### config.mk
export PLATFORM = sky130hd
export DESIGN_NAME = result_readback_streamer
export DESIGN_NICKNAME = d
export VERILOG_FILES = /design/src/rtl/result_readback_streamer.sv
export SDC_FILE = /design/constraint.sdc
export NUM_CORES = 1
export LEC_CHECK = 0
export BUFFER_PORTS_ARGS = -buffer_cell sky130_fd_sc_hd__buf_2
export CORE_MARGIN = 5
export CORE_UTILIZATION = 61
export CTS_BUF_LIST = sky130_fd_sc_hd__clkbuf_8
export DETAILED_ROUTE_END_ITERATION = 8
export PLACE_DENSITY = 0.91
export REMOVE_ABC_BUFFERS = 1
export SETUP_SLACK_MARGIN = 0.4
export SLEW_MARGIN = 40
export SYNTH_ARGS = -nofsm -noshare
export SYNTH_HDL_FRONTEND = slang
export SYNTH_SLANG_ARGS = --single-unit
### constraint.sdc
create_clock -name clk -period 12.86 [get_ports clk]
set_input_delay 1.286 -clock clk [delete_from_list [all_inputs] [get_ports clk]]
set_output_delay 1.286 -clock clk [all_outputs]
set_load 0.01 [all_outputs]
### src/rtl/result_readback_streamer.sv
// result_readback_streamer: reads a row-major result matrix from BRAM and streams it out.
// Latency: first rd_en 2 cycles after start, first beat 4 cycles after start, then 1 word/cycle.
// Backpressure: read credit against a 2-entry prefetch FIFO; tready=0 stalls reads, data never drops.
module result_readback_streamer #(
  parameter int MAT_SIZE_BITS = 4,
  parameter int BRAM_DEPTH    = 10,
  parameter int VAL_SIZE      = 24
) (
  input  logic                     clk,
  input  logic                     rst,
  input  logic                     start,
  input  logic [MAT_SIZE_BITS-1:0] M,
  input  logic [MAT_SIZE_BITS-1:0] K,
  input  logic [BRAM_DEPTH-1:0]    base_addr_out,
  output logic                     rd_en,
  output logic [BRAM_DEPTH-1:0]    rd_addr,
  input  logic [VAL_SIZE-1:0]      rd_data,
  output logic [VAL_SIZE-1:0]      tdata,
  output logic                     tvalid,
  input  logic                     tready,
  output logic                     tlast,
  output logic                     teol,
  output logic                     busy,
  output logic                     done,
  output logic                     err
);

  localparam int TW = 2 * MAT_SIZE_BITS;
  localparam int SW = ((TW > BRAM_DEPTH) ? TW : BRAM_DEPTH) + 1;
  localparam int EW = VAL_SIZE + 2;  // {tlast, teol, data}

  typedef enum logic [2:0] {S_IDLE, S_CHECK, S_RUN, S_DRAIN, S_FIN} state_t;

  state_t                   state_q, state_d;
  logic [MAT_SIZE_BITS-1:0] m_q, m_d, k_q, k_d, col_q, col_d;
  logic [BRAM_DEPTH-1:0]    addr_q, addr_d;
  logic [TW-1:0]            issued_q, issued_d;
  logic                     err_q, err_d;
  logic                     inflight_q, inflight_d;
  logic [1:0]               tag_q, tag_d;
  logic [EW-1:0]            mem_q [2];
  logic [EW-1:0]            mem_d [2];
  logic                     wr_ptr_q, wr_ptr_d, rd_ptr_q, rd_ptr_d;
  logic [1:0]               cnt_q, cnt_d;

  logic [TW-1:0] total;
  logic [SW-1:0] end_addr;
  logic          ovf, pop, issue_last, issue_eol, drain_empty;
  logic [2:0]    occ;
  logic [EW-1:0] head;

  // Matrix geometry, bounds check and read-credit accounting.
  always_comb begin
    total       = TW'(m_q) * TW'(k_q);
    end_addr    = SW'(addr_q) + SW'(total);
    ovf         = end_addr > (SW'(1) << BRAM_DEPTH);
    head        = mem_q[rd_ptr_q];
    tvalid      = (cnt_q != 2'd0);
    pop         = tvalid && tready;
    // Words already owned by the FIFO or on their way in, after this cycle's pop.
    occ         = {1'b0, cnt_q} + {2'b00, inflight_q} - {2'b00, pop};
    issue_last  = (issued_q == total - TW'(1));
    issue_eol   = (col_q == k_q - MAT_SIZE_BITS'(1));
    drain_empty = !inflight_q && ((cnt_q == 2'd0) || ((cnt_q == 2'd1) && pop));
  end

  // Control FSM: next state, read issue and latched request fields.
  always_comb begin
    state_d    = state_q;
    m_d        = m_q;
    k_d        = k_q;
    col_d      = col_q;
    addr_d     = addr_q;
    issued_d   = issued_q;
    err_d      = err_q;
    rd_en      = 1'b0;
    unique case (state_q)
      S_IDLE: begin
        if (start) begin
          m_d      = M;
          k_d      = K;
          addr_d   = base_addr_out;
          err_d    = 1'b0;
          issued_d = '0;
          col_d    = '0;
          state_d  = S_CHECK;
        end
      end
      S_CHECK: begin
        if (total == '0) begin
          state_d = S_FIN;
        end else if (ovf) begin
          err_d   = 1'b1;
          state_d = S_FIN;
        end else begin
          state_d = S_RUN;
        end
      end
      S_RUN: begin
        if (occ < 3'd2) begin
          rd_en    = 1'b1;
          addr_d   = addr_q + BRAM_DEPTH'(1);
          issued_d = issued_q + TW'(1);
          col_d    = issue_eol ? '0 : col_q + MAT_SIZE_BITS'(1);
          if (issue_last) state_d = S_DRAIN;
        end
      end
      S_DRAIN: begin
        if (drain_empty) state_d = S_FIN;
      end
      S_FIN: begin
        state_d = S_IDLE;
      end
      default: state_d = S_IDLE;
    endcase
  end

  // Prefetch FIFO: capture read data one cycle after issue, retire on handshake.
  always_comb begin
    inflight_d = rd_en;
    tag_d      = {rd_en && issue_last, rd_en && issue_eol};
    mem_d[0]   = mem_q[0];
    mem_d[1]   = mem_q[1];
    wr_ptr_d   = wr_ptr_q;
    rd_ptr_d   = rd_ptr_q;
    cnt_d      = cnt_q + {1'b0, inflight_q} - {1'b0, pop};
    if (inflight_q) begin
      mem_d[wr_ptr_q] = {tag_q, rd_data};
      wr_ptr_d        = ~wr_ptr_q;
    end
    if (pop) rd_ptr_d = ~rd_ptr_q;
  end

  // State registers; reset aborts any transfer and empties the FIFO.
  always_ff @(posedge clk or posedge rst) begin
    if (rst) begin
      state_q    <= S_IDLE;
      m_q        <= '0;
      k_q        <= '0;
      col_q      <= '0;
      addr_q     <= '0;
      issued_q   <= '0;
      err_q      <= 1'b0;
      inflight_q <= 1'b0;
      tag_q      <= '0;
      mem_q[0]   <= '0;
      mem_q[1]   <= '0;
      wr_ptr_q   <= 1'b0;
      rd_ptr_q   <= 1'b0;
      cnt_q      <= '0;
    end else begin
      state_q    <= state_d;
      m_q        <= m_d;
      k_q        <= k_d;
      col_q      <= col_d;
      addr_q     <= addr_d;
      issued_q   <= issued_d;
      err_q      <= err_d;
      inflight_q <= inflight_d;
      tag_q      <= tag_d;
      mem_q[0]   <= mem_d[0];
      mem_q[1]   <= mem_d[1];
      wr_ptr_q   <= wr_ptr_d;
      rd_ptr_q   <= rd_ptr_d;
      cnt_q      <= cnt_d;
    end
  end

  // Output decode; markers are gated so a stale head never shows tlast/teol.
  always_comb begin
    rd_addr = addr_q;
    tdata   = head[VAL_SIZE-1:0];
    tlast   = tvalid && head[EW-1];
    teol    = tvalid && head[EW-2];
    busy    = (state_q != S_IDLE);
    done    = (state_q == S_FIN);
    err     = err_q;
  end

endmodule
==> results of run 1 <==
[layer usage]
layer | up-vias | wire (µm) | part of all wire, %
met3 | 19 | 797 | 6.8
met5 | - | 0 | 0
li1 | 1915 | - | -
met1 | 1986 | 4833 | 41
met2 | 159 | 5964 | 51
met4 | 0 | 133 | 1.1
[final cells by class]
cell class,count,area [µm²]
multi-input combinational,357,2889
fill,633,2576
sequential,93,2328
timing repair buffer,90,464.2
tap,108,135.1
clock buffer,9,123.9
inverter,29,110.1
clock inverter,7,51.30
[path summary, 6_finish.rpt]
kind / from / end / slack, ns / cells past startpoint
worst max-delay path: m_q[2] / err / 8.42 / 16
worst min-delay path: tag_q[1] / mem_q[51] / 0.50 / 1
worst max register to register: m_q[2] / err / 8.42 / 16
worst min register to register: tag_q[1] / mem_q[51] / 0.50 / 1
max in group asynchronous: rst / rd_ptr_q / 11.04 / 3
min in group asynchronous: rst / mem_q[44] / 0.84 / 2
[flip-flops by register name (all words and copies together) (netlist names)]
signal,cells
cnt_q,2
col_q,4
err,1
inflight_q,1
issued_q,8
k_q,4
m_q,4
mem_q,52
rd_addr,10
rd_ptr_q,1
state_q,3
tag_q,2
wr_ptr_q,1
[metrics by stage]
| stage | hold WS (ns) | instances | utilization, % | setup slack [ns] | cell area [µm²] |
|---|---|---|---|---|---|
| after floorplan | 0.4543 | 479 | - | 8.053 | 5323 |
| after global placement | 0.4672 | 677 | 68.21 | 8.528 | 5919 |
| after detailed placement | 0.4891 | 677 | 68.30 | 8.446 | 5927 |
| after CTS | 0.5064 | 693 | 70.31 | 8.405 | 6102 |
| after global routing | 0.5093 | 693 | 70.31 | 8.096 | 6102 |
| final | 0.5045 | 693 | 70.31 | 8.421 | 6102 |
[worst register-to-register path: stages (launching register included)]
cell	delay [ns]
dfrtp_1	0.43
and2_1	0.19
fa_1	0.50
fa_1	0.54
inv_1	0.07
fa_1	0.44
nand2b_1	0.16
a21oi_1	0.16
xnor2_1	0.18
inv_1	0.12
ha_1	0.38
o21ai_1	0.11
a22o_1	0.24
a41oi_1	0.19
xnor2_1	0.10
nor4_2	0.37
o22ai_1	0.14
[cell usage after synthesis (2+ instances only)]
| master | number | area share [%] |
|---|---|---|
| dfrtp_1 | 93 | 43 |
| mux2_2 | 82 | 17 |
| nand2_1 | 37 | 2.6 |
| inv_1 | 28 | 2.0 |
| ha_1 | 27 | 6.3 |
| a21oi_1 | 22 | 2.0 |
| nor2_1 | 20 | 1.4 |
| xnor2_1 | 19 | 3.1 |
| o21ai_0 | 18 | 1.7 |
| nand3_1 | 15 | 1.4 |
| and2_1 | 13 | 1.5 |
| xor2_1 | 13 | 2.1 |
| clkbuf_1 | 10 | 0.70 |
| nor3_1 | 7 | 0.65 |
| fa_1 | 6 | 2.2 |
| nand4_1 | 6 | 0.70 |
| nor2b_1 | 6 | 0.70 |
| o22ai_1 | 5 | 0.58 |
| a21o_1 | 4 | 0.56 |
| a31oi_1 | 4 | 0.46 |
| nand2b_1 | 4 | 0.46 |
| nor3b_1 | 4 | 0.56 |
| a211o_1 | 3 | 0.49 |
| and3_1 | 3 | 0.35 |
| buf_2 | 3 | 0.28 |
| mux2i_1 | 3 | 0.56 |
| o31ai_1 | 3 | 0.42 |
| o32ai_1 | 3 | 0.49 |
| or3_1 | 3 | 0.35 |
| a211oi_1 | 2 | 0.28 |
| a22o_1 | 2 | 0.33 |
| buf_1 | 2 | 0.14 |
| nor3_4 | 2 | 0.60 |
| nor4_1 | 2 | 0.23 |
| o21a_1 | 2 | 0.28 |
| o21bai_1 | 2 | 0.28 |
[cell families (layout without fill, tap and decap cells)]
group           Yosys count  after routing  share of synthesized area, %
buf+inv                  44            135                         3.138
xor+xnor                 33             33                         5.625
fa+ha+maj                33             33                         8.508
compound gates           80             80                         9.623
simple gates            126            126                         12.16
mux                      85             85                         17.71
flops                    93             93                         43.24
==> flow_summary.toml, run 1 <==
[worst_setup_path]
cp-start-kind = "register"
critical_path_arrival_ns = 4.67
crit_required_ns = 13.09
critPathMaxFanout = 6
cell_family_contributing_the_most_delay_on_the_critical_path = "adder cells"
critical_path_cell_by_cell = "and2_1, fa_1, fa_1, inv_1, fa_1, nand2b_1, a21oi_1, xnor2_1, inv_1, ha_1, o21ai_1, a22o_1, a41oi_1, xnor2_1, nor4_2, o22ai_1"
worst-path-buf-inv = 2
worstSetupPathType = "register to register"
slowest_delay_ns = 0.54
crit_slowest_cell = "fa_1"
critical_path_most_common_cell = "fa_1"
critPathCaptureType = "register"

[place]
dp_hpwl_um = 8713
place.gp.congestion = 0.9201
io_buffers = 86

[layout]
mostFrequentLayoutCell = "dfrtp_1"
areaGrowthSynthToFinish_pct = 13.37
num_antenna_cells = 0
fin_nets = 659
most-common-layout-cells = "dfrtp_1 (92), buf_2 (86), mux2_2 (82)"
layout-drive-gt1-share_pct = 34.02

[cts]
cts.clk_slew.worst_paths_ns = 0.09
cts.repair_timing.setup_buffer_count = 0
tritoncts_buffer_count = 9
tritoncts_clock_tree = "yes"
clkSinkCount = 93
clock_tree.root_cell = "clkbuf_8"
worst_skew_pair.late_latency_ns = 0.36
cts.path.max_buffers = 2
postCtsResizedCells = 0
cts_max_level = 3
postCtsHoldBufs = 0

[synth]
yosysWarnings = 0
syn-instance-count = 494
synth_area_per_cell_um2 = 10.90
yosys_most_used_dff = "dfrtp_1"
synth_enable_flop_cells = 0
synth.ff_latch_count = 93
synthesis.area_um2 = 5383
ys_seq_area_share_pct = 43.24
ys_types = 52
postSynth.asyncResetShare_pct = 100.0

[global_routing]
pin_count_of_the_biggest_net_entering_global_routing = 80
first_global_vias = 4267
use_met1_pct = 28.11
grt_usage_pct = 22.08
grt_first_pass_wirelength_um = 19930
grt-busiest-layer = "met2"
globalRouteOverflowTotal = 0
grt_antenna_before_repair = 0
fraction_of_met2_tracks_used_by_global_routing_pct = 37.75
groute.layer.met3.usage_pct = 4.842

[floorplanning]
die_width_um = 103.9
die_y_um = 103.9
floorplan.initialDensity_pct = 62.02
dieArea_um2 = 10800
placement_rows = 34
total_i_o_pin_count = 87
core_area_um2 = 8678

[drt]
detail_route.wirelength_um = 11730
wl_per_cell_um = 16.92
residual_drc_count = 0
detail_route.first_pass.iterations = 5
ant_nets_after_route = 0
via_count = 4079
detail_route.vias_per_cell = 5.886
drc_violation_total_after_the_first_tritonroute_iteration = 273

[status]
status = "complete, no violations"

[timing]
finalSetupTns_ns = 0
finalSetupViolations = 0
fin_crit_sh_pct = 34.52
tightest_slew_ns = 0.7026
timing.slew.headroom_pct = 53.16
grt_setup_unrepaired = "no"
drv_slew = 0
clock.fmax_ghz = 0.2253
skew_ns = 0.007550
post-route-min-period_ns = 4.439
number_of_hold_slack_violations_in_the_final_timing_report = 0

[hold_path]
worstHoldPathType = "register to register"

[job]
drv_cap = 0
Power of run 1 is left out: the tool's default activity adds up to more than one toggle a clock period on the data nets, which glitch-free logic cannot reach.
==> run 2: changes to the inputs <==
--- a/config.mk
+++ b/config.mk
@@ -7,10 +7,10 @@
 export LEC_CHECK = 0
 export BUFFER_PORTS_ARGS = -buffer_cell sky130_fd_sc_hd__buf_2
 export CORE_MARGIN = 5
-export CORE_UTILIZATION = 61
+export CORE_UTILIZATION = 53
 export CTS_BUF_LIST = sky130_fd_sc_hd__clkbuf_8
 export DETAILED_ROUTE_END_ITERATION = 8
-export PLACE_DENSITY = 0.91
+export PLACE_DENSITY = 0.85
 export REMOVE_ABC_BUFFERS = 1
 export SETUP_SLACK_MARGIN = 0.4
 export SLEW_MARGIN = 40
==> constraint.sdc (replaced) <==
create_clock -name clk -period 4.04 [get_ports clk]
set_input_delay 0.404 -clock clk [delete_from_list [all_inputs] [get_ports clk]]
set_output_delay 0.404 -clock clk [all_outputs]
set_load 0.01 [all_outputs]
==> run 2 against run 1 <==
Against the previous run: maximum frequency grew 8.5%; cell area is 7.3% higher; non-clock buffer count is 23 higher; sequential share of layout area fell by 2.6 points; clock skew up 0.0078 ns; core utilization shrank 3.6 points; first-iteration DRC count down 6.6%; via count up 3.2%; the flow now finishes with violations (negative setup slack); flip-flop and latch count did not move; setup slack worse by 8.5 ns; worst hold slack worse by 0.42 ns; register-to-register slack worse by 8.5 ns.
==> flow_summary.toml, run 2 (synthesis results as in run 1) <==
[timing]
post-route-worst-setup-slack_ns = -0.05251
grt_setup_unrepaired = "yes"
drv_slew = 0
post-route-min-period_ns = 4.093
fin_crit_sh_pct = 101.3
clock.fmax_ghz = 0.2443
skew_ns = 0.01540
tightest_slew_ns = 0.6696
finalSetupViolations = 3
worst_hold_slack_ns = 0.08680
timing.slew.headroom_pct = 55.36
number_of_hold_slack_violations_in_the_final_timing_report = 0

[global_routing]
globalRouteOverflowTotal = 0
grt_antenna_before_repair = 0
grt_usage_pct = 19.84
first_global_vias = 4289
grt_first_pass_wirelength_um = 20390
pin_count_of_the_biggest_net_entering_global_routing = 51

[layout]
num_antenna_cells = 0
mostFrequentLayoutCell = "dfrtp_1"
num-fill-cells = 767
largest_reg_flops = 52
fin_nets = 682
most-common-layout-cells = "dfrtp_1 (92), buf_2 (86), mux2_2 (82)"
final_core_utilization_pct = 66.70
layout-drive-gt1-share_pct = 41.85
areaGrowthSynthToFinish_pct = 21.69
final_cells = 740
regMostFlops = "mem_q"

[drt]
detail_route.first_pass.iterations = 4
via_count = 4210
wl_met3_um = 748
residual_drc_count = 0
detail_route.wirelength_um = 12550
topRoutingLayerUsed = "met4"
met1Wirelength_um = 5223
ant_nets_after_route = 0
detail_route.vias_per_cell = 5.689
wl_per_cell_um = 16.95
drc_violation_total_after_the_first_tritonroute_iteration = 255
wl_met2_um = 6429

[cts]
tritoncts_clock_tree = "yes"
worst_skew_pair.late_latency_ns = 0.36
cts.path.max_buffers = 2
cts.clk_slew.worst_paths_ns = 0.10
tritoncts_buffer_count = 9
clkSinkCount = 93
clock_tree.root_cell = "clkbuf_8"
cts_max_level = 3

[worst_setup_path]
critical_path_arrival_ns = 4.33
cp-start-kind = "register"
r2r.worst_path.cells = 16
critical_path_cell_by_cell = "and2_4, fa_1, fa_1, inv_2, fa_2, nand2b_4, a21oi_4, xnor2_2, inv_2, ha_4, o21ai_2, a22o_1, a41oi_2, xnor2_2, nor4_4, o22ai_1"
critPathCaptureType = "register"
crit_slowest_cell = "fa_1"
critPathMaxFanout = 3
worstSetupPathType = "register to register"
slowest_delay_ns = 0.60
crit_required_ns = 4.28

[status]
violations = "negative setup slack"
status = "finished with violations"

[place]
place.gp.congestion = 0.9917
dpl.cell_count = 719
dp_hpwl_um = 9185
io_buffers = 86

[job]
drv_cap = 0

[floorplanning]
core_area_um2 = 9819
die_width_um = 110.8
floorplan.initialDensity_pct = 54.82
dieArea_um2 = 12270
total_i_o_pin_count = 87
die_y_um = 110.8
placement_rows = 36

[hold_path]
worstHoldPathType = "input port to asynchronous set/reset pin"
[run 2: cell types whose count changed in the layout (fill, tap and decap cells not counted), moves of 4 or more]
cell / previous run / this run
buf_4: 3 / 26
ha_1: 27 / 21
ha_4: 0 / 4
inv_1: 28 / 23
inv_2: 1 / 5
[run 2: layer usage]
metal,vias up,GRT usage (%)
li1,1957,-
met1,2078,24.80
met2,157,34.91
met3,18,4.749
met4,0,4.351
met5,-,0
[run 2: layout make-up]
type,instances,area (µm²),share of cell area [%]
clock buffer,9,123.9,1.891
clock inverter,6,93.84,1.433
inverter,29,111.4,1.700
multi-input combinational,357,3089,47.16
sequential,93,2328,35.55
tap,133,166.4,2.541
timing repair buffer,113,636.9,9.723
[run 2: worst paths after layout]
kind	slack, ns	end	startpoint
max	-0.05	err	m_q[0]
min reg2reg	0.50	mem_q[50]	tag_q[0]
min in group clk	0.25	k_q[0]	K[0]
max reg2reg	-0.05	err	m_q[0]
max in group asynchronous	2.89	rd_ptr_q	rst
min	0.09	mem_q[38]	rst
[run 2: worst max-delay path: cells and delay by family (launching register included)]
| kind | cells | cell delay, ns |
|---|---|---|
| AOI/OAI and AO/OA | 5 | 0.83 |
| adders and majority gates | 4 | 1.72 |
| buffers and inverters | 2 | 0.13 |
| DFF | 1 | 0.39 |
| and+or+nand+nor | 3 | 0.62 |
| xor gates and xnor gates | 2 | 0.27 |
[run 2: stage by stage]
step | worst slack [ns] | setup TNS (ns) | instance area [µm²]
floorplan | -0.1360 | -0.3345 | 5323
global placement | -0.04953 | -0.07562 | 6082
detailed placement | -0.1917 | -0.4829 | 6086
CTS | -0.0007150 | -0.0007150 | 6370
global route | -0.2248 | -0.6161 | 6550
finish | -0.05251 | -0.1019 | 6550
[run 2: what timing repair did]
action / in CTS / in global routing
hold buffers: 0 / 0
resized for setup: 13 / 25
endpoints found under the setup margin: 5 / 5
pin swaps: 13 / 18
buffers inserted: 2 / 4
Power of run 2 is left out for the same reason.
